--- src/rtl/seg_scan_ctrl.sv ---
// rtl/seg_scan_ctrl.sv - seven-segment digit scan controller with framed value loading
// One anode low at a time with a dark gap between digits; new values land only at frame boundaries.
module seg_scan_ctrl #(
  parameter int NUM_DIGITS = 4,
  parameter int DWELL      = 50000,
  parameter int GAP        = 16
) (
  input  logic                      clk,
  input  logic                      rst_n,
  input  logic                      enable,
  input  logic                      lz_blank,
  input  logic                      load_valid,
  input  logic [4*NUM_DIGITS-1:0]   load_data,
  output logic                      load_ready,
  output logic [3:0]                digit_num,
  output logic [NUM_DIGITS-1:0]     an_n,
  output logic                      frame_done
);

  localparam int MAXC = (DWELL > GAP) ? DWELL : GAP;
  localparam int CW   = (MAXC > 1) ? $clog2(MAXC) : 1;
  localparam int IW   = (NUM_DIGITS > 1) ? $clog2(NUM_DIGITS) : 1;
  localparam int DW   = 4 * NUM_DIGITS;

  localparam logic [CW-1:0] DWELL_LAST = CW'(DWELL - 1);
  localparam logic [CW-1:0] GAP_LAST   = CW'(GAP - 1);
  localparam logic [IW-1:0] IDX_LAST   = IW'(NUM_DIGITS - 1);

  typedef enum logic [1:0] {
    S_OFF,
    S_SHOW,
    S_GAP
  } state_t;

  state_t                state_q, state_d;
  logic [IW-1:0]         idx_q, idx_d;
  logic [CW-1:0]         cnt_q, cnt_d;
  logic [NUM_DIGITS-1:0] an_q, an_d;
  logic [3:0]            num_q, num_d;
  logic                  fd_q, fd_d;
  logic                  ready_q;
  logic [DW-1:0]         disp_q, disp_d;
  logic [DW-1:0]         pend_q;
  logic                  pend_flag_q, pend_flag_d;

  logic                  gap_end;
  logic                  boundary;
  logic                  commit;
  logic                  accept;
  logic [NUM_DIGITS-1:0] blank;
  logic                  show_entry;
  logic [IW-1:0]         next_idx;

  assign gap_end  = (state_q == S_GAP) && (cnt_q == GAP_LAST);
  assign boundary = enable && gap_end && (idx_q == IDX_LAST);
  // While parked there is no frame to tear, so a pending value commits immediately.
  assign commit   = pend_flag_q && (boundary || (state_q == S_OFF));
  assign accept   = load_valid && ready_q;
  assign disp_d   = commit ? pend_q : disp_q;

  assign pend_flag_d = accept ? 1'b1 : (commit ? 1'b0 : pend_flag_q);

  // Blanking looks at the value that will be on display after this edge.
  always_comb begin
    logic tail;
    blank = '0;
    tail  = 1'b1;
    for (int i = NUM_DIGITS - 1; i >= 0; i--) begin
      tail     = tail && (disp_d[4*i +: 4] == 4'h0);
      blank[i] = lz_blank && tail && (i != 0);
    end
  end

  always_ff @(posedge clk or negedge rst_n) begin
    if (!rst_n) begin
      state_q <= S_OFF;
      idx_q   <= '0;
      cnt_q   <= '0;
      an_q    <= '1;
      num_q   <= 4'h0;
      fd_q    <= 1'b0;
    end else begin
      state_q <= state_d;
      idx_q   <= idx_d;
      cnt_q   <= cnt_d;
      an_q    <= an_d;
      num_q   <= num_d;
      fd_q    <= fd_d;
    end
  end

  always_comb begin
    state_d    = state_q;
    idx_d      = idx_q;
    cnt_d      = cnt_q;
    an_d       = an_q;
    num_d      = num_q;
    fd_d       = 1'b0;
    show_entry = 1'b0;
    next_idx   = idx_q;

    case (state_q)
      S_OFF: begin
        an_d  = '1;
        idx_d = '0;
        cnt_d = '0;
        if (enable) begin
          state_d    = S_SHOW;
          show_entry = 1'b1;
          next_idx   = '0;
        end
      end
      S_SHOW: begin
        if (cnt_q == DWELL_LAST) begin
          state_d = S_GAP;
          cnt_d   = '0;
          an_d    = '1;
        end else begin
          cnt_d = cnt_q + 1'b1;
        end
      end
      S_GAP: begin
        if (gap_end) begin
          state_d    = S_SHOW;
          cnt_d      = '0;
          next_idx   = (idx_q == IDX_LAST) ? '0 : idx_q + 1'b1;
          idx_d      = next_idx;
          show_entry = 1'b1;
          fd_d       = (idx_q == IDX_LAST);
        end else begin
          cnt_d = cnt_q + 1'b1;
        end
      end
      default: begin
        state_d = S_OFF;
        an_d    = '1;
        idx_d   = '0;
        cnt_d   = '0;
      end
    endcase

    if (!enable) begin
      state_d    = S_OFF;
      an_d       = '1;
      idx_d      = '0;
      cnt_d      = '0;
      fd_d       = 1'b0;
      show_entry = 1'b0;
    end

    // Decoder input and anode switch together so no digit flashes the old nibble.
    if (show_entry) begin
      num_d = disp_d[4*next_idx +: 4];
      an_d  = '1;
      if (!blank[next_idx]) an_d[next_idx] = 1'b0;
    end
  end

  always_ff @(posedge clk or negedge rst_n) begin
    if (!rst_n) begin
      disp_q      <= '0;
      pend_q      <= '0;
      pend_flag_q <= 1'b0;
      ready_q     <= 1'b1;
    end else begin
      disp_q      <= disp_d;
      pend_flag_q <= pend_flag_d;
      ready_q     <= !pend_flag_d;
      if (accept) pend_q <= load_data;
    end
  end

  assign load_ready = ready_q;
  assign digit_num  = num_q;
  assign an_n       = an_q;
  assign frame_done = fd_q;

endmodule

--- config.mk ---
export PLATFORM = sky130hd
export DESIGN_NAME = seg_scan_ctrl
export DESIGN_NICKNAME = d
export VERILOG_FILES = /design/src/rtl/seg_scan_ctrl.sv
export SDC_FILE = /design/constraint.sdc
export NUM_CORES = 1
export LEC_CHECK = 0
export CAP_MARGIN = 20
export CORE_MARGIN = 2
export CORE_UTILIZATION = 50
export CTS_CLUSTER_DIAMETER = 40
export DETAILED_ROUTE_END_ITERATION = 12
export PLACE_DENSITY = 0.7
export RECOVER_POWER = 50
export SLEW_MARGIN = 20
export SYNTH_ARGS = -nofsm -noshare
export SYNTH_HDL_FRONTEND = slang
export SYNTH_SLANG_ARGS = --single-unit
--- constraint.sdc ---
create_clock -name clk -period 6.5 [get_ports clk]
set_input_delay 1.3 -clock clk [delete_from_list [all_inputs] [get_ports clk]]
set_output_delay 1.3 -clock clk [all_outputs]
set_load 0.02 [all_outputs]
==> impl_metrics.json, run 1 <==
{
  "status": "finished, violations left",
  "violations": "max-capacitance violations, max-slew violations",
  "dieArea_um2": 6600,
  "crit_path_end": "disp_q[12]$_DFF_PN0_",
  "drt-wirelength-per-cell_um": 16.1,
  "avgSynthCellArea_um2": 11.9,
  "cpMaxStageDelayCell": "clkbuf_1",
  "grt_pass1_wl_mm": 9.63,
  "r2r.worst_path.cells": 9,
  "cp-end-kind": "asynchronous set/reset pin",
  "finalWorstSetupSlack_ps": 2490,
  "reg2reg_to": "digit_num[1]$_DFFE_PN0P_",
  "tightest_slew_ps": 3300,
  "min_period_over_period": 0.617,
  "vdd_drop_max_mv": 0.225,
  "multiInputGateArea_um2": 1310,
  "num_rows": 28,
  "cts_tree": "yes",
  "synth_xor_xnor_area_share": 0.0411,
  "final_cell_mix": "58 x dfrtp_1, 36 x mux2_2, 30 x nor2_1",
  "seq_area_um2": 1580,
  "crit_type": "in2async",
  "critical_path.n_buffers_inverters": 2,
  "reg2reg_setup_slack_ps": 2860,
  "grt-ovfl-total": 0,
  "hold_path.startpoint": "cnt_q[0]$_DFF_PN0_",
  "start_kind": "input port",
  "synthAdderAreaFrac": 0.0252,
  "clock_skew_ps": 8.40,
  "cap_violations": 1,
  "ioPinCount": 31,
  "dp_slack_ps": 2840,
  "crit_path_cell_trace": "buf_2, clkbuf_1",
  "cts_max_path_buffers": 2,
  "port-buffer-count": 30,
  "setup-violations-final": 0,
  "design_area_um2": 3510,
  "fmax_mhz": 249,
  "cp_data_arrival_time_ps": 3720,
  "die_w_um": 81.2,
  "cp_data_required_time_ps": 6210,
  "syn_nets": 277,
  "finalNetCount": 313,
  "fillCellCount": 495,
  "cp.depth": 2,
  "crit_fanout": 63,
  "drtIter0Drc": 94,
  "drive_gt1_frac": 0.237,
  "routed_wl_mm": 5.90,
  "hold_class": "reg2reg",
  "htreeDepth": 3,
  "hold_viol": 0,
  "setup_tns_ps": 0,
  "ys_seq_area_frac": 0.531,
  "drc_errors": 0,
  "clock-sinks": 63,
  "core_area_um2": 5850,
  "cts_resized": 0,
  "min_period_ps": 4010,
  "cts_buffers": 9,
  "rsz0062_at_grt": "no",
  "synth_seq_cells": 63,
  "yosys.area_share.simple": 0.149,
  "synth-edff-count": 0,
  "place.gp.congestion": 0.739,
  "viasPerCell": 5.49,
  "yosys_warnings": 0,
  "synthMuxAreaShare": 0.158,
  "start_util": 0.510,
  "postCtsSetupRepairBufs": 0,
  "antenna_cells": 0,
  "synth_cells": 250,
  "synth_ff_type": "dfrtp_1",
  "synth.distinct_cells": 47,
  "clk_pin_slew_ps": 70,
  "synth-compound-area-share": 0.0697,
  "power.leakage_nw": 1.48,
  "place_area_um2": 3330,
  "synth_top_family_by_area": "multiplexers",
  "grt_pass1_vias": 2040,
  "vias": 2010,
  "final_common_cell": "dfrtp_1",
  "syn2layout_area_growth_pct": 17.8,
  "die_h_um": 81.2,
  "syn_area_um2": 2980,
  "hold_buffers": 0,
  "drtAntennaViolNets": 0,
  "dp_hpwl_mm": 4.03,
  "grt.total_usage": 0.198,
  "cp_slowest_stage_delay_ps": 2310,
  "ys_async_sr_fraction": 1.00,
  "cellPowerDensity_nw_per_um2": 398,
  "slew_viol_final": 64,
  "hold_depth": 1,
  "cp_top_family": "buffers and inverters",
  "clockRootBuffer": "clkbuf_8",
  "grt_max_degree": 64,
  "max-slew-margin-rel": -1.20,
  "dr.pass1.iters": 4,
  "r2r-start": "state_q[0]$_DFFE_PN0P_",
  "antenna_found_initial": 0,
  "clk_latency_ps": 340,
  "startpoint": "rst_n"
}
## registers in the layout, summed over array words and instances, names as in the netlist
| register | cells |
|---|---|
| an_n | 4 |
| cnt_q | 16 |
| digit_num | 4 |
| disp_q | 16 |
| frame_done | 1 |
| idx_q | 2 |
| load_ready | 1 |
| pend_flag_q | 1 |
| pend_q | 16 |
| state_q | 2 |
## worst register-to-register path, cell delays in order, from the launching register on
cell	delay [ps]
dfrtp_1	410
inv_1	110
ha_1	470
or4b_4	520
nor3_1	460
a32o_2	640
mux2_2	420
mux2_2	260
a22oi_1	150
nand2_1	80
## logic make-up (layout without fill, tap and decap cells)
logic type	after synthesis	count (layout)
AO/OA/AOI/OAI	25	25
XOR/XNOR	14	14
adder cells (fa/ha/maj)	6	6
buffers and inverters	13	54
flip-flops	63	63
multiplexers	42	42
AND/OR/NAND/NOR	87	87
## cell type report
class                   instances  share of cell area
well taps                      75              0.0267
flip-flops and latches         63               0.451
multi-input cells             174               0.373
clock buffers                  11              0.0403
inverters                       7             0.00748
clock inverters                 5              0.0164
repair buffers                 31              0.0851
## layer usage
metal,share of wire,track usage,up-vias
met4,0.022,0.107,0
met1,0.46,0.252,1010
li1,-,-,956
met3,0.033,0.0333,10
met5,0,0,-
met2,0.49,0.324,34
## where the power goes
group	internal, W	total [W]	switching [W]
clock	0.000187	0.000339	0.000152
sequential	0.000527	0.000607	0.0000796
combinational	0.000236	0.000453	0.000217
total	0.000950	0.00140	0.000449
## synth_stat cells (2+ instances only)
cell type,number,area (um2)
mux2_2,36,405
mux2i_1,4,40.0
xnor2_1,6,52.6
o21a_1,2,15.0
nor2b_1,2,12.5
a22oi_1,6,45.0
o211ai_1,2,15.0
nand3_1,10,50.1
xor2_1,8,70.1
nor4_1,5,31.3
a21oi_2,2,17.5
inv_1,7,26.3
nor3_1,3,15.0
nor2_1,30,113
and3_1,6,37.5
ha_1,6,75.1
nand2b_1,4,25.0
dfrtp_1,58,1450
a21oi_1,2,10.0
buf_6,3,33.8
dfstp_2,5,131
o21ai_0,2,10.0
nand2_1,17,63.8
## worst min path at each step
stage | end | slack [ps]
floorplan | cnt_q[0]$_DFF_PN0_ | 430
global placement | cnt_q[0]$_DFF_PN0_ | 440
detailed placement | cnt_q[0]$_DFF_PN0_ | 460
CTS | cnt_q[0]$_DFF_PN0_ | 470
global route | cnt_q[0]$_DFF_PN0_ | 510
finish | cnt_q[0]$_DFF_PN0_ | 460
## through the flow
stage / std cells / total power, W / hold WS [ps] / util
2_1_floorplan: 250 / 0.000943 / 425 / -
3_3_place_gp: 350 / 0.00106 / 439 / 0.569
3_5_place_dp: 350 / 0.00107 / 460 / 0.569
4_1_cts: 366 / 0.00142 / 471 / 0.603
5_1_grt: 366 / 0.00148 / 506 / 0.600
6_report: 366 / 0.00140 / 463 / 0.600
Note: power is estimated with default switching activity, not from simulation.
==> run 2: changes to the inputs <==
PLACE_DENSITY = 0.72   (was 0.7)
clock period = 3.62 ns   (was 6.5 ns; I/O delays follow)
==> impl_metrics.json, run 2 (same netlist as run 1, synthesis figures left out) <==
{
  "place.gp.congestion": 0.805,
  "status": "finished, final reports clean",
  "grt_pass1_wl_mm": 9.56,
  "cpMaxStageDelayCell": "a32o_2",
  "setup_tns_ps": 0,
  "largest_registers": "cnt_q x16, disp_q x16, pend_q x16",
  "drc_errors": 0,
  "clockRootBuffer": "clkbuf_8",
  "finalWorstSetupSlack_ps": 691,
  "cp_slowest_stage_delay_ps": 560,
  "cp-end-kind": "flip-flop",
  "core_area_um2": 5850,
  "antenna_cells": 0,
  "num_rows": 28,
  "final_common_cell": "dfrtp_1",
  "crit_type": "reg2reg",
  "cap_violations": 0,
  "crit_path_cell_trace": "inv_1, ha_1, or4b_4, nor3_4, a32o_2, mux2_2, mux2_2, a22oi_1, nand2_1",
  "intPower_w": 0.00176,
  "viasPerCell": 5.33,
  "cp_data_arrival_time_ps": 3140,
  "pwr-share-comb": 0.321,
  "tightest_slew_ps": 1330,
  "rsz0062_at_grt": "no",
  "start_kind": "flip-flop",
  "cellPowerDensity_nw_per_um2": 715,
  "switching_share": 0.306,
  "fillCellCount": 499,
  "vias": 1967,
  "slew_viol_final": 0,
  "drtIter0Drc": 113,
  "dieArea_um2": 6600,
  "crit_fanout": 20,
  "critical_path.n_buffers_inverters": 1,
  "cts_max_path_buffers": 2,
  "fmax_mhz": 341,
  "reg2reg_setup_slack_ps": 690,
  "multiInputGateArea_um2": 1320,
  "clk_pin_slew_ps": 60,
  "reg2reg_to": "digit_num[0]$_DFFE_PN0P_",
  "cts_tree": "yes",
  "start_util": 0.510,
  "hold_viol": 0,
  "r2r.worst_path.cells": 9,
  "postCtsSetupRepairBufs": 0,
  "htreeDepth": 3,
  "grt-ovfl-total": 0,
  "clock_skew_ps": 5.09,
  "power.leakage_nw": 1.50,
  "max-slew-margin-rel": 0.116,
  "whs_ps": 470,
  "setup-violations-final": 0,
  "grt_pass1_vias": 2033,
  "cp_data_required_time_ps": 3830,
  "grt.total_usage": 0.196,
  "dp_hpwl_mm": 4.07,
  "ioPinCount": 31,
  "dr.pass1.iters": 4,
  "clk_latency_ps": 330,
  "antenna_found_initial": 0,
  "drtAntennaViolNets": 0,
  "dp_slack_ps": 554,
  "grt_max_degree": 27,
  "hold_buffers": 0,
  "power_frac_seq": 0.429,
  "syn2layout_area_growth_pct": 19.0,
  "r2r-start": "state_q[0]$_DFFE_PN0P_",
  "drive_gt1_frac": 0.235,
  "seq_area_um2": 1580,
  "finalNetCount": 316,
  "port-buffer-count": 30,
  "die_h_um": 81.2,
  "vdd_drop_max_mv": 0.379,
  "clockPowerShare": 0.250,
  "routed_wl_mm": 5.69,
  "cp_top_family": "simple AND/OR/NAND/NOR gates",
  "final_cell_mix": "58 x dfrtp_1, 36 x mux2_2, 30 x nor2_1",
  "final_util": 0.606,
  "die_w_um": 81.2,
  "hold_class": "in2async",
  "clock-sinks": 63,
  "min_period_over_period": 0.809,
  "cts_buffers": 9,
  "critPathMostFrequentCell": "mux2_2",
  "cts_resized": 0,
  "switchingPower_w": 0.000777,
  "min_period_ps": 2930,
  "drt-wirelength-per-cell_um": 15.4
}
[run 2: per-stage QoR]
stage               instance area (um2)  total power, W  cells
finish                             3550         0.00254    369
floorplan                          2980         0.00169    250
global placement                   3350         0.00190    353
detailed placement                 3350         0.00192    353
CTS                                3560         0.00257    369
global route                       3550         0.00272    369
[run 2: per-layer routing]
metal | global-route usage | vias up | wire length, um
met5 | 0 | - | 0
met4 | 0.0559 | 0 | 55
met3 | 0.0722 | 6 | 205
met2 | 0.327 | 33 | 2840
met1 | 0.239 | 962 | 2600
li1 | - | 966 | -
[run 2: worst max-delay path by stage]
stage | start | end | slack (ps) | depth (start not counted)
final | state_q[0]$_DFFE_PN0P_ | digit_num[0]$_DFFE_PN0P_ | 690 | 9
after global routing | state_q[0]$_DFFE_PN0P_ | digit_num[2]$_DFFE_PN0P_ | 490 | 9
after CTS | state_q[0]$_DFFE_PN0P_ | digit_num[2]$_DFFE_PN0P_ | 660 | 9
after detailed placement | enable | digit_num[0]$_DFFE_PN0P_ | 550 | 7
after global placement | enable | digit_num[1]$_DFFE_PN0P_ | 600 | 7
after floorplan | state_q[0]$_DFFE_PN0P_ | digit_num[0]$_DFFE_PN0P_ | 1060 | 10
[run 2: power groups by stage]
stage               combinational, W  clock [W]  sequential (W)
CTS                         0.000830   0.000654         0.00109
detailed placement          0.000825          0         0.00110
global route                0.000909   0.000691         0.00112
floorplan                   0.000607          0         0.00109
global placement            0.000802          0         0.00110
finish                      0.000814   0.000633         0.00109
[run 2: final cells by class]
type / count / share of cell area
flip-flops and latches: 63 / 0.446
multi-input cells: 174 / 0.373
repair buffers: 34 / 0.0892
clock buffers: 12 / 0.0381
well taps: 75 / 0.0265
clock inverters: 4 / 0.0198
inverters: 7 / 0.00741
